## config.mk

```make
export PLATFORM = sky130hd
export DESIGN_NAME = fma_operand_queue
export DESIGN_NICKNAME = d
export VERILOG_FILES = /design/src/rtl/fma_operand_queue_pkg.sv /design/src/rtl/fma_queue_mem.sv /design/src/rtl/fma_operand_queue.sv
export SDC_FILE = /design/constraint.sdc
export NUM_CORES = 1
export LEC_CHECK = 0
export CAP_MARGIN = 20
export CORE_UTILIZATION = 51
export CTS_CLUSTER_DIAMETER = 200
export DETAILED_ROUTE_END_ITERATION = 7
export HOLD_SLACK_MARGIN = 0.1
export MAX_ROUTING_LAYER = met4
export PLACE_DENSITY = 0.73
export SETUP_SLACK_MARGIN = 0.05
export SKIP_CTS_REPAIR_TIMING = 1
export SLEW_MARGIN = 15
export SYNTH_ARGS = -nofsm -noshare
export SYNTH_HDL_FRONTEND = slang
export SYNTH_SLANG_ARGS = --single-unit
```

## constraint.sdc

```tcl
create_clock -name clk -period 4.1 [get_ports clk]
set_clock_uncertainty 0.05 [all_clocks]
set_input_delay 0.41 -clock clk [delete_from_list [all_inputs] [get_ports clk]]
set_output_delay 0.41 -clock clk [all_outputs]
set_load 0.01 [all_outputs]
```

## src/rtl/fma_operand_queue_pkg.sv

```systemverilog
// Shared constants and entry sizing for the fpfma operand queue.
// Default widths, op/rounding encodings and the packed entry width.
package fma_operand_queue_pkg;

  localparam int unsigned FMA_WIDTH     = 32;
  localparam int unsigned FMA_EXP_WIDTH = 8;
  localparam int unsigned FMA_SIG_WIDTH = 23;
  localparam int unsigned FMA_TAG_WIDTH = 4;
  localparam int unsigned FMA_DEPTH     = 4;

  localparam logic FMA_OP_ADD = 1'b0;
  localparam logic FMA_OP_SUB = 1'b1;

  localparam logic [1:0] RND_RZ   = 2'b00;
  localparam logic [1:0] RND_RN   = 2'b01;
  localparam logic [1:0] RND_PINF = 2'b10;
  localparam logic [1:0] RND_NINF = 2'b11;

  // Stored entry is {A, B, C', rnd, tag}
  function automatic int unsigned entry_w(input int unsigned width, input int unsigned tag_width);
    return 3 * width + 2 + tag_width;
  endfunction

  localparam int unsigned FMA_ENTRY_W = entry_w(FMA_WIDTH, FMA_TAG_WIDTH);

endpackage

```

## src/rtl/fma_queue_mem.sv

```systemverilog
// Entry storage for the operand queue: synchronous write, combinational read.
module fma_queue_mem
  import fma_operand_queue_pkg::*;
#(
  parameter int unsigned DEPTH   = FMA_DEPTH,
  parameter int unsigned ENTRY_W = FMA_ENTRY_W
) (
  input  logic                       clk,
  input  logic                       we,
  input  logic [$clog2(DEPTH)-1:0]   wr_addr,
  input  logic [ENTRY_W-1:0]         wr_data,
  input  logic [$clog2(DEPTH)-1:0]   rd_addr,
  output logic [ENTRY_W-1:0]         rd_data_c
);

  logic [ENTRY_W-1:0] mem_q [DEPTH];

  always_ff @(posedge clk) begin
    if (we) begin
      mem_q[wr_addr] <= wr_data;
    end
  end

  assign rd_data_c = mem_q[rd_addr];

endmodule

```

## src/rtl/fma_operand_queue.sv

```systemverilog
// In-order operand queue feeding fpfma; folds the add/sub op into C's sign
// and presents the head entry from flops so the datapath sees stable inputs.
module fma_operand_queue
  import fma_operand_queue_pkg::*;
#(
  parameter int unsigned WIDTH     = FMA_WIDTH,
  parameter int unsigned DEPTH     = FMA_DEPTH,
  parameter int unsigned TAG_WIDTH = FMA_TAG_WIDTH
) (
  input  logic                     clk,
  input  logic                     rst,
  input  logic                     flush,
  input  logic                     in_valid,
  output logic                     in_ready,
  input  logic [WIDTH-1:0]         in_a,
  input  logic [WIDTH-1:0]         in_b,
  input  logic [WIDTH-1:0]         in_c,
  input  logic                     in_op,
  input  logic [1:0]               in_rnd,
  input  logic [TAG_WIDTH-1:0]     in_tag,
  output logic                     out_valid,
  input  logic                     out_ready,
  output logic [WIDTH-1:0]         out_a,
  output logic [WIDTH-1:0]         out_b,
  output logic [WIDTH-1:0]         out_c,
  output logic [1:0]               out_rnd,
  output logic [TAG_WIDTH-1:0]     out_tag,
  output logic [$clog2(DEPTH):0]   count
);

  localparam int unsigned PTR_W   = $clog2(DEPTH);
  localparam int unsigned CNT_W   = PTR_W + 1;
  localparam int unsigned ENTRY_W = entry_w(WIDTH, TAG_WIDTH);

  if (DEPTH < 2 || (DEPTH & (DEPTH - 1)) != 0) begin : g_bad_depth
    $error("fma_operand_queue: DEPTH must be a power of 2 and at least 2");
  end

  logic [PTR_W-1:0]   wr_ptr;
  logic [PTR_W-1:0]   rd_ptr;
  logic [PTR_W-1:0]   rd_next_c;
  logic               push_c;
  logic               pop_c;
  logic               c_sign_c;
  logic [CNT_W-1:0]   count_next_c;
  logic [ENTRY_W-1:0] in_entry_c;
  logic [ENTRY_W-1:0] mem_rd_c;
  logic [ENTRY_W-1:0] head;

  // Subtract is folded into C's sign for every encoding, NaN and Inf included
  assign c_sign_c   = (in_op == FMA_OP_SUB) ? ~in_c[WIDTH-1] : in_c[WIDTH-1];
  assign in_entry_c = {in_a, in_b, c_sign_c, in_c[WIDTH-2:0], in_rnd, in_tag};

  // Flush suppresses both handshakes; in_ready is a flop so full blocks pushes
  assign push_c = in_valid & in_ready & ~flush;
  assign pop_c  = out_valid & out_ready & ~flush;

  assign rd_next_c    = rd_ptr + PTR_W'(1);
  assign count_next_c = count + CNT_W'(push_c) - CNT_W'(pop_c);

  fma_queue_mem #(
    .DEPTH   (DEPTH),
    .ENTRY_W (ENTRY_W)
  ) u_mem (
    .clk       (clk),
    .we        (push_c),
    .wr_addr   (wr_ptr),
    .wr_data   (in_entry_c),
    .rd_addr   (rd_next_c),
    .rd_data_c (mem_rd_c)
  );

  // Pointers, occupancy and the head output register
  always_ff @(posedge clk) begin
    if (rst) begin
      wr_ptr    <= '0;
      rd_ptr    <= '0;
      count     <= '0;
      out_valid <= 1'b0;
      in_ready  <= 1'b1;
      head      <= '0;
    end else if (flush) begin
      wr_ptr    <= '0;
      rd_ptr    <= '0;
      count     <= '0;
      out_valid <= 1'b0;
      in_ready  <= 1'b1;
    end else begin
      if (push_c) begin
        wr_ptr <= wr_ptr + PTR_W'(1);
      end
      if (pop_c) begin
        rd_ptr <= rd_next_c;
      end
      count     <= count_next_c;
      out_valid <= (count_next_c != '0);
      in_ready  <= (count_next_c < CNT_W'(DEPTH));
      // Next head comes from storage if one is queued behind it, else from the push
      if (pop_c && count > CNT_W'(1)) begin
        head <= mem_rd_c;
      end else if (push_c && (count == '0 || (pop_c && count == CNT_W'(1)))) begin
        head <= in_entry_c;
      end
    end
  end

  assign out_a   = head[ENTRY_W-1 -: WIDTH];
  assign out_b   = head[ENTRY_W-1-WIDTH -: WIDTH];
  assign out_c   = head[2+TAG_WIDTH +: WIDTH];
  assign out_rnd = head[TAG_WIDTH +: 2];
  assign out_tag = head[TAG_WIDTH-1:0];

endmodule

```

[Word level (Yosys, flattened, before mapping)]
Memories as Yosys holds them, arrays and structs flattened.
Cells that the tools add are included.
Word-level totals
  bits in registers: 111
  bits in writable memories: 408
  memories kept: 1
Cells by class
  add/sub/neg operators: 4
  order comparisons: 2
  equality and inequality tests: 1
  muxes and demuxes: 5
  bitwise operators: 6
  reduce and logical (&&, ||, !) cells: 9
Memories
  u_mem.mem_q: depth 4, width 102, rd ports 1, clocked after Yosys merged registers in 0, wr ports 1, line fma_queue_mem.sv:16  | logic [ENTRY_W-1:0] mem_q [DEPTH];
Operator list (number)
  $mux W102: 2
  $add A2 B1 Y2 const B: 2
  $and A1 B1 Y1: 4
  $add A3 B1 Y3: 1
  $eq A3 B1 Y1 const B: 1
  $gt A3 B1 Y1 const B: 1
  $logic_and A1 B1 Y1: 3
  $logic_not A3 Y1: 1
  $lt A3 B3 Y1 const B: 1
  $mux W1: 3
  $reduce_bool A3 Y1: 1
  $sub A3 B1 Y3: 1
  $not A1 Y1: 2
  $reduce_and A2 Y1: 1
  $reduce_bool A2 Y1: 1
  $reduce_or A2 Y1: 1
  $logic_or A1 B1 Y1: 1

[Logic depth before layout (Yosys ltp)]
  word-level depth: 7
  gate-level depth with buffers: 8
  gate-level depth less buffers: 8

[By module]
Synthesis repeated with hierarchy kept, for this count alone.
Second synthesis, totals
  cell total of the unflattened synthesis: 1300
  area, all modules: 21709.6 µm²
Modules (own cells, without submodules)
  fma_queue_mem: times used 1, cells each 536, area an instance 14742.9 µm², sequential area each 12251.8 µm²
  fma_operand_queue: times used 1, cells each 764, area an instance 6966.7 µm², sequential area each 2222.1 µm²

[Least setup slack after synthesis]
OpenSTA, ideal clock, no wires.
  kind: input port to flip-flop
  start: in flush
  end: mem u_mem.mem_q[0][0] (netlist bit), enable pin
  library setup time: 473 ps
  data arrival time: 3110 ps
  path slack: 467 ps
  stages: 3
  cells stage by stage: buf_2 nor2_1 and2_1
On the way
  word-level cells in the longest chain between the ends: 4
Ends and longest elaborated chain
  from (decl): line fma_operand_queue.sv:12  | input logic flush,
  $not A1 Y1 (no line)
  $and A1 B1 Y1: line fma_operand_queue.sv:55  | assign push_c = in_valid & in_ready & ~flush;
  $mux W1: line fma_queue_mem.sv:19  | if (we) begin
  $mux W1 (implied by the code): line fma_queue_mem.sv:20  | mem_q[wr_addr] <= wr_data;
  to (decl): line fma_queue_mem.sv:16
No other way between the ends.

[Final worst setup path]
  start: reg count[1]
  end: reg head[100]
On the way
  word-level cells in the longest chain between the ends: 6
Ends and longest elaborated chain
  from (decl): line fma_operand_queue.sv:28  | output logic [$clog2(DEPTH):0] count
  from (signal assigned): line fma_operand_queue.sv:95  | count <= count_next_c;
  parallel branches: the longest is 6 deep, another holds $gt A3 B1 Y1
  to (signal assigned): line fma_operand_queue.sv:100  | head <= mem_rd_c;
  to (signal assigned): line fma_operand_queue.sv:102  | head <= in_entry_c;
  to (decl): line fma_operand_queue.sv:48  | logic [ENTRY_W-1:0] head;
Parallel ways; which one is timed is not known.
A chain may end at the register's enable or synchronous reset.

==> impl_metrics.yaml <==
status:
  outcome: "complete, no violations"
finish:
  nFillCells: 2688
  multi_input_area_mm2: 0.00552
  nets: 1394
  final_cells: 1846
  syn2layout_area_growth_pct: 22.9
  seqCellArea_mm2: 0.0145
  fin_area_mm2: 0.0250
  drive_gt1_share_pct: 21.8
worst_hold_path:
  hp-start: "rst"
  min_path_type: "in -> reg"
  whs_path_depth: 2
routing:
  first_pass_iters: 5
  highest_layer: "met4"
  vias: 11113
  dr.first_iter.drc_count: 725
  finalWirelength_um: 44900
  viasPerCell: 6.02
  met2_length_um: 21300
  ant_nets: 0
  routedWlPerCell_um: 24.3
  wl_met3_um: 3510
  post-route-drc-count: 0
  drt-met1-wl_um: 19300
timing:
  setup_viol: 0
  period_share_pct: 73.1
  slew-limit-headroom_pct: 30.6
  max_freq_ghz: 0.334
  slew_viol_final: 0
  tns_ns: 0
  hold_violations: 0
  period_needed_ns: 3.00
  grt_setup_unrepaired: "no"
  worstMarginPinSlew_ns: 1.04
synth:
  syn_avg_cell_area_um2: 19.0
  synth_ff_type: "edfxtp_1"
  synthesis.nets: 1186
  yosysSeqAreaShare_pct: 71.0
  synth_edf_count: 408
  ys_warn_count: 0
  synth_top_area_cell: "edfxtp_1"
  synth_common_cells: "408 x edfxtp_1, 111 x dfxtp_1, 107 x nor3_1"
  synth_area_mm2: 0.0204
  synthTopCellsByArea: "edfxtp_1 60%, mux4_2 11%, dfxtp_1 11%"
  synth.distinct_cells: 27
  syn_inst: 1070
  ys_seq_elements: 519
  yosysMostFrequentCell: "edfxtp_1"
  synthArstFlopShare_pct: 0
  yosys.area.top_type_share_pct: 60.1
setup_path:
  cp_top_family: "buffers and inverters"
  r2r_start: "count[1]"
  crit_chain: "inv_1 > ha_1 > a21boi_1 > mux2i_1 > nand2_4 > buf_4 > a221oi_1"
  path_class: "reg -> reg"
  max_stage_delay_ns: 0.56
  crit_path_end_kind: "register"
  worstPathRequired_ns: 4.54
  critPathSlowestCell: "nand2_4"
  cp.buffers_inverters: 2
  crit_path_max_fanout: 52
  worst_r2r_path_depth: 7
  path_depth: 7
  start_kind: "register"
  cp-startpoint: "count[1]"
  arrival_ns: 3.43
clock_network:
  root_buffer: "clkbuf_16"
  htreeDepth: 2
  cts_tree: "built"
  clock_latency_ns: 0.59
  cts-buffers-inserted: 52
  clock_path_buffers: 3
  cts.clk_slew.worst_paths_ns: 0.06
  cts.sinks: 519
pwr:
  p_leak_nw: 7.69
  seqPwrFrac_pct: 51.3
  internal_power_w: 0.00911
  powerDensity_mw_per_mm2: 461
  switchingPower_w: 0.00242
  p_clk_share_pct: 41.9
  peakVddDrop_mv: 0.315
  combPwrFrac_pct: 6.8
  switching_share_pct: 21.0
floorplan:
  core_area_mm2: 0.0390
  fp.dieH_um: 202
  start_util_pct: 52.2
  ios: 215
  die_width_um: 202
  die_area_mm2: 0.0408
  std_cell_rows: 72
grt:
  antenna_found_initial: 7
  grtUsageTotal_pct: 23.3
  grt-ovfl-total: 0
  grt_max_degree: 103
  grt_pass1_vias: 11657
  grt_first_pass_wirelength_um: 69600
place:
  place_hpwl_um: 25900
  placed_area_mm2: 0.0233
  routabilityCongestion: 0.766
  dp_cells: 1742
  port-buffer-count: 214
run:
  maxCapViolCount: 0
final cells by class:
| class | instances | share of cell area, % |
|---|---|---|
| diodes | 7 | 0.0699 |
| clock buffers | 69 | 5.86 |
| clock inverters | 28 | 1.18 |
| inverters | 5 | 0.0749 |
| multi-input cells | 454 | 22.1 |
| flip-flops and latches | 519 | 57.8 |
| well taps | 518 | 2.59 |
| repair buffers | 246 | 10.4 |
worst reg2reg max path, stage by stage (launching register included):
cell      delay (ns)
dfxtp_1         0.46
inv_1           0.14
ha_1            0.26
a21boi_1        0.18
mux2i_1         0.42
nand2_4         0.56
buf_4           0.54
a221oi_1        0.29
placed cells by master, fill, tap and decap left out, drive strengths merged:
cell type and count:
mux4 102, clkdlybuf4s50 213, nand3 1, clkinv 18, edfxtp 408, clkbuf 69, a221oi 102, xor2 3
clkinvlp 2, a21boi 1, nor4 1, o2bb2ai 1, mux2i 104, xnor2 3, diode 7, inv 7
buf 33, fa 1, ha 7, nor3 107, o31a 1, bufinv 6, o32a 1, dfxtp 111
and2 7, nand2 4, nand3b 2, a211oi 1, nor2 5
per-stage QoR:
step / power, W / worst slack, ns / hold slack [ns] / util [%]
CTS: 0.0116 / 1.08 / 0.353 / 64.2
global placement: 0.00679 / 0.907 / 0.518 / 59.6
finish: 0.0115 / 1.10 / 0.374 / 64.2
floorplan: 0.00637 / 0.467 / 0.459 / -
detailed placement: 0.00681 / 0.796 / 0.530 / 59.6
global route: 0.0119 / 0.953 / 0.383 / 64.2
final timing paths:
check / to / slack, ns
worst max-delay path: head[100] / 1.10
worst min-delay path: head[82] / 0.37
worst max register to register: head[100] / 1.10
worst min register to register: wr_ptr[1] / 0.54
power groups by stage:
stage               Clock (W)  Combinational [W]  Sequential, W
global placement            0           0.000769        0.00602
detailed placement          0           0.000790        0.00602
global route          0.00513           0.000848        0.00593
finish                0.00483           0.000789        0.00591
CTS                   0.00492           0.000794        0.00591
floorplan                   0           0.000319        0.00605
flip-flops by register name, summed over array words and instances (netlist names):
name,flops
count,3
head,102
in_ready,1
out_valid,1
rd_ptr,2
u_mem.mem_q,408
wr_ptr,2
metal layers:
metal,global-route usage [%],vias up
met2,35.2,377
met1,32.0,5783
met5,-,-
met3,5.92,69
li1,-,4884
met4,5.55,0
kinds of logic after synthesis:
kind of cell	count (synthesis)	share of synthesized area, %
adders and majority gates	8	0.528
DFF	519	71.0
muxes	206	16.4
and+or+nand+nor	127	3.17
xor gates and xnor gates	6	0.258
AOI/OAI and AO/OA	107	6.49
buffers and inverters	97	2.14
Power figures use the tool's default switching activity.
